===== src/rtl/adc_serial_rx_pkg.sv =====
// rtl/adc_serial_rx_pkg.sv - shared constants and FSM state encoding for the serial ADC reader
package adc_rx_pkg;

    localparam int ADC_DATA_W      = 12;
    localparam int ADC_FRAME_BITS  = 16;
    localparam int ADC_QUIET_EDGES = 2;

    typedef enum logic [2:0] {
        IDLE  = 3'd0,
        START = 3'd1,
        SHIFT = 3'd2,
        DONE  = 3'd3,
        QUIET = 3'd4
    } rx_state_t;

endpackage


===== src/rtl/adc_serial_rx_if.sv =====
// rtl/adc_serial_rx_if.sv - sample/status bundle from the ADC reader to the equalizer datapath
interface adc_serial_rx_if #(
    parameter int DATA_W = 12
);
    logic [DATA_W-1:0] sample_o;
    logic              valid_o;
    logic              busy_o;
    logic              frame_err_o;

    modport master (output sample_o, valid_o, busy_o, frame_err_o);
    modport slave  (input  sample_o, valid_o, busy_o, frame_err_o);
endinterface


===== src/rtl/adc_serial_rx_sclk_edge_det.sv =====
// rtl/adc_serial_rx_sclk_edge_det.sv - single-cycle rise/fall strobes for a clk_i-domain divided clock
module sclk_edge_det (
    input  logic clk_i,
    input  logic rst_i,
    input  logic sclk_i,
    output logic rise_o,
    output logic fall_o
);
    logic sclk_q;

    // Loading the live level during reset keeps the first post-reset cycle edge-free.
    always_ff @(posedge clk_i) begin
        if (rst_i) begin
            sclk_q <= sclk_i;
        end else begin
            sclk_q <= sclk_i;
        end
    end

    assign rise_o = sclk_i & ~sclk_q;
    assign fall_o = ~sclk_i & sclk_q;
endmodule


===== src/rtl/adc_serial_rx.sv =====
// rtl/adc_serial_rx.sv - framed MSB-first serial ADC reader; ADC_SIGNED_EN selects two's-complement samples
import adc_rx_pkg::*;

module adc_serial_rx #(
    parameter int DATA_W      = ADC_DATA_W,
    parameter int FRAME_BITS  = ADC_FRAME_BITS,
    parameter int QUIET_EDGES = ADC_QUIET_EDGES
) (
    input  logic             clk_i,
    input  logic             rst_i,
    input  logic             en_i,
    input  logic             sclk_i,
    input  logic             sdata_i,
    output logic             cs_n_o,
    adc_serial_rx_if.master  smp
);
    localparam int CNT_W  = $clog2(FRAME_BITS + 1);
    localparam int QCNT_W = $clog2(QUIET_EDGES + 1);

    rx_state_t             state;
    logic [CNT_W-1:0]      bit_cnt;
    logic [QCNT_W-1:0]     quiet_cnt;
    logic [FRAME_BITS-1:0] shreg;
    logic [DATA_W-1:0]     sample_next;
    logic                  sdata_meta;
    logic                  sdata_sync;
    logic                  rise;
    logic                  fall;

    sclk_edge_det u_edge (
        .clk_i  (clk_i),
        .rst_i  (rst_i),
        .sclk_i (sclk_i),
        .rise_o (rise),
        .fall_o (fall)
    );

    always_ff @(posedge clk_i) begin
        if (rst_i) begin
            sdata_meta <= 1'b0;
            sdata_sync <= 1'b0;
        end else begin
            sdata_meta <= sdata_i;
            sdata_sync <= sdata_meta;
        end
    end

`ifdef ADC_SIGNED_EN
    // Offset-binary to two's complement for the signed filter bank.
    assign sample_next = {~shreg[DATA_W-1], shreg[DATA_W-2:0]};
`else
    assign sample_next = shreg[DATA_W-1:0];
`endif

    always_ff @(posedge clk_i) begin
        if (rst_i) begin
            state           <= IDLE;
            bit_cnt         <= '0;
            quiet_cnt       <= '0;
            shreg           <= '0;
            cs_n_o          <= 1'b1;
            smp.sample_o    <= '0;
            smp.valid_o     <= 1'b0;
            smp.busy_o      <= 1'b0;
            smp.frame_err_o <= 1'b0;
        end else begin
            smp.valid_o <= 1'b0;
            case (state)
                IDLE: begin
                    if (en_i) state <= START;
                end
                START: begin
                    if (fall) begin
                        cs_n_o     <= 1'b0;
                        smp.busy_o <= 1'b1;
                        bit_cnt    <= '0;
                        state      <= SHIFT;
                    end
                end
                SHIFT: begin
                    if (rise) begin
                        shreg   <= {shreg[FRAME_BITS-2:0], sdata_sync};
                        bit_cnt <= bit_cnt + 1'b1;
                        if (bit_cnt == CNT_W'(FRAME_BITS - 1)) state <= DONE;
                    end
                end
                DONE: begin
                    if (fall) begin
                        cs_n_o          <= 1'b1;
                        smp.busy_o      <= 1'b0;
                        smp.sample_o    <= sample_next;
                        smp.valid_o     <= 1'b1;
                        smp.frame_err_o <= smp.frame_err_o | (|shreg[FRAME_BITS-1:DATA_W]);
                        quiet_cnt       <= '0;
                        state           <= QUIET;
                    end
                end
                QUIET: begin
                    // en_i is only honoured once the inter-frame gap has elapsed.
                    if (rise) begin
                        if (quiet_cnt == QCNT_W'(QUIET_EDGES - 1)) begin
                            quiet_cnt <= '0;
                            state     <= en_i ? START : IDLE;
                        end else begin
                            quiet_cnt <= quiet_cnt + 1'b1;
                        end
                    end
                end
                default: state <= IDLE;
            endcase
        end
    end
endmodule


===== src/flat_wrapper.sv =====
// flat-port wrapper written by rule: the top's interface ports become plain ports
module adc_serial_rx_flat 
#(
    parameter int DATA_W      = ADC_DATA_W,
    parameter int FRAME_BITS  = ADC_FRAME_BITS,
    parameter int QUIET_EDGES = ADC_QUIET_EDGES
)
  (clk_i, rst_i, en_i, sclk_i, sdata_i, cs_n_o, smp_sample_o, smp_valid_o, smp_busy_o, smp_frame_err_o);
  adc_serial_rx_if #(.DATA_W(DATA_W)) smp_i ();
  input  logic clk_i;
  input  logic rst_i;
  input  logic en_i;
  input  logic sclk_i;
  input  logic sdata_i;
  output logic cs_n_o;
  output wire logic [$bits(smp_i.sample_o)-1:0] smp_sample_o;
  output wire logic [$bits(smp_i.valid_o)-1:0] smp_valid_o;
  output wire logic [$bits(smp_i.busy_o)-1:0] smp_busy_o;
  output wire logic [$bits(smp_i.frame_err_o)-1:0] smp_frame_err_o;
  assign smp_sample_o = smp_i.sample_o;
  assign smp_valid_o = smp_i.valid_o;
  assign smp_busy_o = smp_i.busy_o;
  assign smp_frame_err_o = smp_i.frame_err_o;
  adc_serial_rx #(.DATA_W(DATA_W), .FRAME_BITS(FRAME_BITS), .QUIET_EDGES(QUIET_EDGES)) u_core (.clk_i(clk_i), .rst_i(rst_i), .en_i(en_i), .sclk_i(sclk_i), .sdata_i(sdata_i), .cs_n_o(cs_n_o), .smp(smp_i));
endmodule

===== config.mk =====
export PLATFORM = sky130hd
export DESIGN_NAME = adc_serial_rx_flat
export DESIGN_NICKNAME = d
export VERILOG_FILES = /design/src/rtl/adc_serial_rx_pkg.sv /design/src/rtl/adc_serial_rx_if.sv /design/src/rtl/adc_serial_rx_sclk_edge_det.sv /design/src/rtl/adc_serial_rx.sv /design/src/flat_wrapper.sv
export SDC_FILE = /design/constraint.sdc
export NUM_CORES = 1
export LEC_CHECK = 0
export CORE_AREA = 2 2 60 62
export CTS_CLUSTER_SIZE = 30
export DETAILED_ROUTE_END_ITERATION = 10
export DIE_AREA = 0 0 62 64
export PLACE_DENSITY = 0.79
export RECOVER_POWER = 50
export SETUP_SLACK_MARGIN = 0.15
export SLEW_MARGIN = 25
export SYNTH_ARGS = -nofsm -noshare
export SYNTH_HDL_FRONTEND = slang
export SYNTH_SLANG_ARGS = --single-unit

===== constraint.sdc =====
create_clock -name clk_i -period 2.1 [get_ports clk_i]
set_input_delay 0.42 -clock clk_i [delete_from_list [all_inputs] [get_ports clk_i]]
set_output_delay 0.42 -clock clk_i [all_outputs]
set_load 0.01 [all_outputs]

Word level (Yosys, flattened, before mapping)
Cells that the tools add are included.

ROM bits: 0. Memories: 0. Register bits after elaboration: 45. Output and inout bits: 16. Bits of input ports: 5. Latch bits: 0. Bits in writable memories: 0. Word-level logic and storage cells: 66.

Magnitude comparators: 0. Mux-type cells: 21. Eq/ne operators: 13. Reductions and logical operators: 12. Multiply operators: 0. Divide/modulo/power cells: 0. Shift-type cells: 0. Bitwise operators: 6. Add/subtract/negate cells: 2.

Operator list (count): two-way mux 3 bit (7); one-hot mux 3 bit (5 select lines) (1); != test 2 x 1 -> 1 bit, second input constant (6); two-way mux 5 bit (2); one-hot mux 5 bit (2 select lines) (1); AND reduction 3 bit (3); AND reduction 7 bit (1); == test 3 x 2 -> 1 bit, second input constant (2); two-way mux 2 bit (3); nonzero test 2 bit (3); adder 5 x 1 -> 5 bit, second input constant (1); == test 5 x 4 -> 1 bit, second input constant (1); two-way mux 1 bit (4); one-hot mux 1 bit (2 select lines) (2); one-hot mux 2 bit (2 select lines) (1); AND reduction 2 bit (2); OR reduction 4 bit (1); == test 3 x 1 -> 1 bit, second input constant (1); == test 3 bit, second input constant (1); zero test 3 bit (1); NOT 1 bit (3); adder 2 x 1 -> 2 bit, second input constant (1); bitwise AND 1 bit (2); == test 2 x 1 -> 1 bit, second input constant (1); 3 further kinds (3).

Depth between registers and ports, before layout
Gate-level depths: netlist of run 1.

Word-level depth: 4. Gate-level depth with buffers: 7. Mapped depth without buffers: 6.

Cells and area by module
From an unflattened synthesis of run 1, not the netlist that was laid out.

Cells, all modules: 187. Area total of the unflattened synthesis: 1741.7 um^2.

Modules (own cells, without submodules): adc_serial_rx (cells each 184, instances 1, area an instance 1706.6 um^2, seq. area each 880.8 um^2); sclk_edge_det (cells each 3, instances 1, area an instance 35.0 um^2, seq. area each 20.0 um^2).

Worst setup path after synthesis of run 1
No wires, ideal clock.

Path kind: flip-flop to flip-flop. Start: reg u_core.state[1]. End: reg u_core.bit_cnt[3]. Required time: 2.030 ns. Buffers on the path: 2. Path slack: 0.359 ns. Data arrival time: 1.671 ns. Clock period less this slack: 1.741 ns. Cell stages (with the launch flop): 7. Cells stage by stage: dfxtp_1 -> or3b_1 -> buf_2 -> or2_1 -> buf_6 -> or3_1 -> a21oi_1.

Longest elaborated chain between the ends: 3. Elaborated cells on any way between the ends: 7. Classes of those cells: 4 x eq/ne; 1 x mux; 2 x reduce/logical.

RTL lines: start: declaration (line adc_serial_rx.sv:20) `rx_state_t state;`; start signal: assignment (line adc_serial_rx.sv:103) `state <= en_i ? START : IDLE;`; == test 3 x 2 -> 1 bit or == test 3 x 1 -> 1 bit (tied branches) (line adc_serial_rx.sv:68) `case (state)`; != test 2 x 1 -> 1 bit (no source line) or nonzero test 2 bit (tied branches); AND reduction 3 bit (no source line); end signal: assignment (line adc_serial_rx.sv:83) `bit_cnt <= bit_cnt + 1'b1;`; end: declaration (line adc_serial_rx.sv:21) `logic [CNT_W-1:0] bit_cnt;`.

Parallel ways exist; a longest one is shown, timed or not. A chain may end at the register's enable or synchronous reset.

Worst setup path after layout of run 1
Start: in sclk_i. End: reg u_core.quiet_cnt[1].

Longest elaborated chain between the ends: 4. Elaborated cells on any way between the ends: 6. Classes of those cells: 2 x eq/ne; 3 x bitwise; 1 x reduce/logical.

RTL lines: start: declaration (line flat_wrapper.sv:13) `input logic sclk_i;`; NOT 1 bit (line adc_serial_rx_sclk_edge_det.sv:21) `assign fall_o = ~sclk_i & sclk_q;`; bitwise AND 1 bit (line adc_serial_rx_sclk_edge_det.sv:21); != test 2 x 1 -> 1 bit (no source line); AND reduction 3 bit (no source line) *; end signal: assignment (line adc_serial_rx.sv:105) `quiet_cnt <= quiet_cnt + 1'b1;`; end: declaration (line adc_serial_rx.sv:22) `logic [QCNT_W-1:0] quiet_cnt;`.

Mark *: on every way between the ends. The rest lies on a longest branch, timed or not.

==> results.json, run 1 <==
{
  "vias": 1456,
  "cts_sinks": 45,
  "cts_setup_buffers": 0,
  "utilization_pct": 63.5,
  "clk_latency_ns": 0.35,
  "yosysSeqAreaShare_pct": 52.1,
  "tritoncts": "built",
  "first_pass_iters": 4,
  "synth-edff-count": 0,
  "avgViaCountPerCell": 5.14,
  "rsz0062_at_grt": "no",
  "syn_inst": 212,
  "place_ws_ns": 0.0228,
  "max_freq_mhz": 539,
  "async_flop_share_pct": 0,
  "layout_commonest_cell": "nand2_1",
  "synth_top_family_by_area": "simple AND/OR/NAND/NOR gates",
  "core_area_um2": 3280,
  "syn_nets": 219,
  "fillers": 305,
  "path_cells": "dlygate4sd3_1, nand2b_1, nor3b_1, nand2_1, clkbuf_1, and4b_1",
  "rows": 21,
  "n_antenna_cell": 0,
  "port_buffers": 20,
  "layout.nets": 244,
  "outcome": "completed",
  "hp-class": "flip-flop to flip-flop",
  "synth-simple-area-share_pct": 26.3,
  "m1WireLength_mm": 1.49,
  "post-route-period-util_pct": 88.3,
  "drtIter0Drc": 59,
  "yosysUniqueCellTypes": 34,
  "muxShareOfSynthArea_pct": 0.578,
  "post_drt_wl_per_cell_um": 11.2,
  "final_cell_mix": "60 x nand2_1, 45 x dfxtp_1, 35 x a21oi_1",
  "drt_drc_violations_left": 0,
  "cts_root_buffer": "clkbuf_4",
  "slowest_stage": "dlygate4sd3_1",
  "cts-hold-fix-buffers": 0,
  "die_h_um": 64,
  "drive_gt1_share_pct": 8.44,
  "required_ns": 2.36,
  "synth_compound_area_share_pct": 15.5,
  "cap_viol_max_count": 0,
  "fin_setup_tns_ns": 0,
  "ctsResizeCount": 0,
  "ios": 21,
  "vdd_drop_max_uv": 392,
  "top_layer": "met4",
  "power_density_nw_per_um2": 749,
  "h-tree-depth": 2,
  "cts_buffer_depth": 2,
  "clkTransAtPathRegs_ns": 0.12,
  "period_needed_ns": 1.85,
  "drv_slew": 0,
  "dp_hpwl_mm": 2.23,
  "cp_max_fo": 8,
  "mappedNetlistArea_um2": 1730,
  "start_util_pct": 52.7,
  "grt_max_degree": 19,
  "dr_wl_met2_mm": 1.54,
  "hold_violations": 0,
  "relSlewSlack_pct": 56.3,
  "cp-end-kind": "flip-flop",
  "area_growth_pct": 20.6,
  "ys.flop_type": "dfxtp_1",
  "wirelength_mm": 3.18,
  "ys_warn_count": 0,
  "setup_viol": 0,
  "synthXorXnorAreaFrac_pct": 0,
  "p_total_uw": 1560,
  "tightest_slew_ns": 0.655,
  "synth-seq-cells": 45,
  "postSynthAreaPerCell_um2": 8.16,
  "die_w_um": 62,
  "antenna_left": 0,
  "cp.arrival_ns": 2.11,
  "grt_first_pass_wirelength_mm": 5.46,
  "antenna_found_initial": 0,
  "gp_congestion": 0.835,
  "cp-start-kind": "primary input",
  "setup_ws_ns": 0.246,
  "globalRouteTotalUtil_pct": 18.4,
  "finClkSkew_ns": 0.00713,
  "cellLeakagePower_uw": 0.000771,
  "die_area_um2": 3970,
  "grt_pass1_vias": 1289,
  "grt_overflow": 0,
  "max_stage_delay_ns": 0.59,
  "crit_type": "primary input to flip-flop",
  "synth_fa_ha_area_share_pct": 1.45,
  "dr_wl_met3_um": 109,
  "cts_made_buffers": 5
}
## report_power, final
group | switching, uW | leakage, uW | internal, uW | total, uW
Clock | 263 | 0.0000410 | 243 | 505
Sequential | 24.1 | 0.000364 | 873 | 897
Combinational | 81.7 | 0.000367 | 78.7 | 160
## Yosys cell counts (2+ instances only)
library cell / n / area (um^2)
a21oi_1: 35 / 175
nor2_1: 11 / 41.3
buf_2: 2 / 10.0
ha_1: 2 / 25.0
nor2b_1: 6 / 37.5
inv_1: 3 / 11.3
or2_2: 2 / 12.5
nand3_1: 4 / 20.0
clkbuf_1: 10 / 37.5
a22oi_1: 3 / 22.5
dfxtp_1: 45 / 901
nand2b_1: 4 / 25.0
o21ai_0: 5 / 25.0
nand2_1: 60 / 225
## registers in the layout, indices dropped and copies added (netlist names)
signal                  count
u_core.bit_cnt              5
u_core.cs_n_o               1
u_core.quiet_cnt            2
u_core.sdata_meta           1
u_core.sdata_sync           1
u_core.shreg               16
u_core.smp.busy_o           1
u_core.smp.frame_err_o      1
u_core.smp.sample_o        12
u_core.smp.valid_o          1
u_core.state                3
u_core.u_edge.sclk_q        1
## kinds of logic (layout without fill, tap and decap cells)
logic type	count (synthesis)	after routing
simple gates	100	100
fa+ha+maj	2	2
flops	45	45
buf+inv	16	41
compound gates	48	48
mux	1	1
## final timing paths
kind	slack (ns)	end	cells past startpoint	startpoint
setup / recovery	0.25	u_core.quiet_cnt[1]$_SDFFE_PP0P_	6	sclk_i
hold / removal	0.45	u_core.shreg[0]$_SDFFE_PP0P_	2	u_core.sdata_sync$_SDFF_PP0_
setup reg to reg	0.28	u_core.shreg[7]$_SDFFE_PP0P_	5	u_core.state[1]$_SDFFE_PP0P_
hold reg to reg	0.45	u_core.shreg[0]$_SDFFE_PP0P_	2	u_core.sdata_sync$_SDFF_PP0_
## per-layer routing
metal  vias to the layer above  global-route usage [%]
met4                         0                    6.91
li1                        754                       -
met2                        19                    29.7
met3                         7                    6.07
met5                         -                       0
met1                       676                    22.1
## layout make-up
cell class / instances / area (um^2) / share of cell area (%)
tap: 46 / 57.6 / 2.76
clock buffer: 5 / 37.5 / 1.80
timing repair buffer: 31 / 285 / 13.7
inverter: 3 / 11.3 / 0.540
sequential: 45 / 901 / 43.2
multi-input combinational: 151 / 759 / 36.4
clock inverter: 2 / 35.0 / 1.68
## critical path: cells and delay by family
family                 cells  cell delay (ns)
buffers and inverters      2             0.82
and+or+nand+nor            4             0.87
## per-stage QoR
step	cells	cell area (um^2)	hold slack, ns
after detailed placement	276	2020	0.433
after global routing	283	2090	0.459
final	283	2090	0.447
after global placement	276	2020	0.421
after CTS	283	2100	0.451
after floorplan	212	1730	0.414
No activity file was read; power rests on OpenSTA's default activity.
==> run 2, diff against run 1 <==
GPL_TIMING_DRIVEN = 0   (was default)
PLACE_DENSITY = 0.77   (was 0.79)
==> run 2 against run 1 <==
Effect of this change: combinational power shrank 3%; clock skew rose by 0.0011 ns; final cell count is 0.71% higher; maximum frequency increased by 0.28%; sequential power hardly changed; non-clock buffer count increased by 1; power increased by 3.5%; wire length up 1.9%; critical path depth stayed put; register-to-register slack lost 0.03 ns; via count is 0.34% lower; worst setup slack better by 0.0052 ns.
==> results.json, run 2 (same netlist as run 1, synthesis figures left out) <==
{
  "n_antenna_cell": 0,
  "gp_congestion": 0.850,
  "clk_latency_ns": 0.37,
  "worstReg2RegStart": "u_core.state[0]$_SDFFE_PP0P_",
  "dr_wl_met3_um": 152,
  "largest_register_ffs": 16,
  "slowest_stage": "dfxtp_1",
  "fin_setup_tns_ns": 0,
  "area_growth_pct": 19.7,
  "dp_hpwl_mm": 2.24,
  "grt_overflow": 0,
  "grt_max_degree": 17,
  "drt_drc_violations_left": 0,
  "drtIter0Drc": 119,
  "hp-class": "primary input to flip-flop",
  "wirelength_mm": 3.24,
  "stdcell_count": 285,
  "die_w_um": 62,
  "post_drt_wl_per_cell_um": 11.4,
  "hold_violations": 0,
  "period_needed_ns": 1.85,
  "tightest_slew_ns": 0.492,
  "cts_buffer_depth": 2,
  "vias": 1451,
  "reg.largest.list": "u_core.shreg x16, u_core.smp.sample_o x12, u_core.bit_cnt x5",
  "crit_type": "flip-flop to flip-flop",
  "h-tree-depth": 2,
  "relSlewSlack_pct": 67.2,
  "numPlacedInstances": 277,
  "outcome": "completed",
  "avgViaCountPerCell": 5.09,
  "clkTransAtPathRegs_ns": 0.14,
  "cap_viol_max_count": 0,
  "max_freq_mhz": 541,
  "layout.nets": 245,
  "post-route-period-util_pct": 88.1,
  "p_total_uw": 1620,
  "vdd_drop_max_uv": 788,
  "path_cells": "or3b_1, clkbuf_1, or2_1, buf_6, or3_1, a21oi_1",
  "final_cell_mix": "60 x nand2_1, 44 x dfxtp_1, 35 x a21oi_1",
  "required_ns": 2.40,
  "core_area_um2": 3280,
  "min-delay-start": "rst_i",
  "rows": 21,
  "layout_commonest_cell": "nand2_1",
  "die_area_um2": 3970,
  "cellLeakagePower_uw": 0.000755,
  "grt_first_pass_wirelength_mm": 5.45,
  "drive_gt1_share_pct": 7.53,
  "top_layer": "met4",
  "cts_root_buffer": "clkbuf_4",
  "regMostFlops": "u_core.shreg",
  "cp-start-kind": "flip-flop",
  "cp-end-kind": "flip-flop",
  "antenna_found_initial": 0,
  "setup_viol": 0,
  "first_pass_iters": 4,
  "globalRouteTotalUtil_pct": 18.5,
  "grt_pass1_vias": 1276,
  "rsz0062_at_grt": "no",
  "drv_slew": 0,
  "cp-startpoint": "u_core.state[0]$_SDFFE_PP0P_",
  "dr_wl_met2_mm": 1.52,
  "max_stage_delay_ns": 0.41,
  "m1WireLength_mm": 1.54,
  "antenna_left": 0,
  "cts_setup_buffers": 0,
  "die_h_um": 64,
  "holdWs_ns": 0.395,
  "power_density_nw_per_um2": 780,
  "cts_made_buffers": 5,
  "cp.arrival_ns": 2.15,
  "cts_sinks": 45,
  "start_util_pct": 52.7,
  "port_buffers": 19,
  "finClkSkew_ns": 0.00821,
  "tritoncts": "built",
  "ios": 21,
  "cp_max_fo": 10
}
-- run 2: repair_timing --
| action | in CTS | in global routing |
|---|---|---|
| setup endpoints to repair | 10 | 23 |
| endpoints found under the hold margin | 0 | 0 |
| hold buffers | 0 | 0 |
| resized for setup | 1 | 5 |
-- run 2: layout make-up --
class | instances | area [um^2]
sequential | 45 | 902
buffer | 13 | 60.1
inverter | 3 | 11.3
fill | 295 | 1210
timing repair buffer | 19 | 190
tap | 46 | 57.6
clock inverter | 3 | 47.5
clock buffer | 5 | 37.5
multi-input combinational | 151 | 764
-- run 2: metrics by stage --
step | cell area, um^2 | util, % | worst slack (ns)
global route | 2070 | 63.0 | 0.0790
global placement | 1980 | 60.2 | -0.357
finish | 2070 | 63.0 | 0.251
CTS | 2060 | 62.9 | 0.164
detailed placement | 1980 | 60.2 | -0.396
floorplan | 1730 | - | 0.359
-- run 2: path summary, 6_finish.rpt --
kind	to	slack [ns]	cells after the start
worst max-delay path	u_core.bit_cnt[3]$_SDFFE_PP0P_	0.25	6
worst min-delay path	u_core.sdata_meta$_SDFF_PP0_	0.40	2
worst min register to register	u_core.shreg[0]$_SDFFE_PP0P_	0.46	2
worst max register to register	u_core.bit_cnt[3]$_SDFFE_PP0P_	0.25	6
-- run 2: routing by layer --
layer | GRT usage, % | vias to the layer above
met5 | 0 | -
met4 | 7.98 | 0
met3 | 5.47 | 5
met2 | 27.7 | 24
met1 | 24.1 | 667
li1 | - | 755
-- run 2: power breakdown --
group          switching (uW)  internal (uW)  total (uW)
combinational            81.2           74.2         155
clock                     303            259         562
sequential               25.4            873         899
-- run 2: critical path: cells and delay by family, from the launching register on --
kind / cells / cell delay [ns]
AND/OR/NAND/NOR: 3 / 0.94
AO/OA/AOI/OAI: 1 / 0.14
flip-flops: 1 / 0.41
buffers and inverters: 2 / 0.30
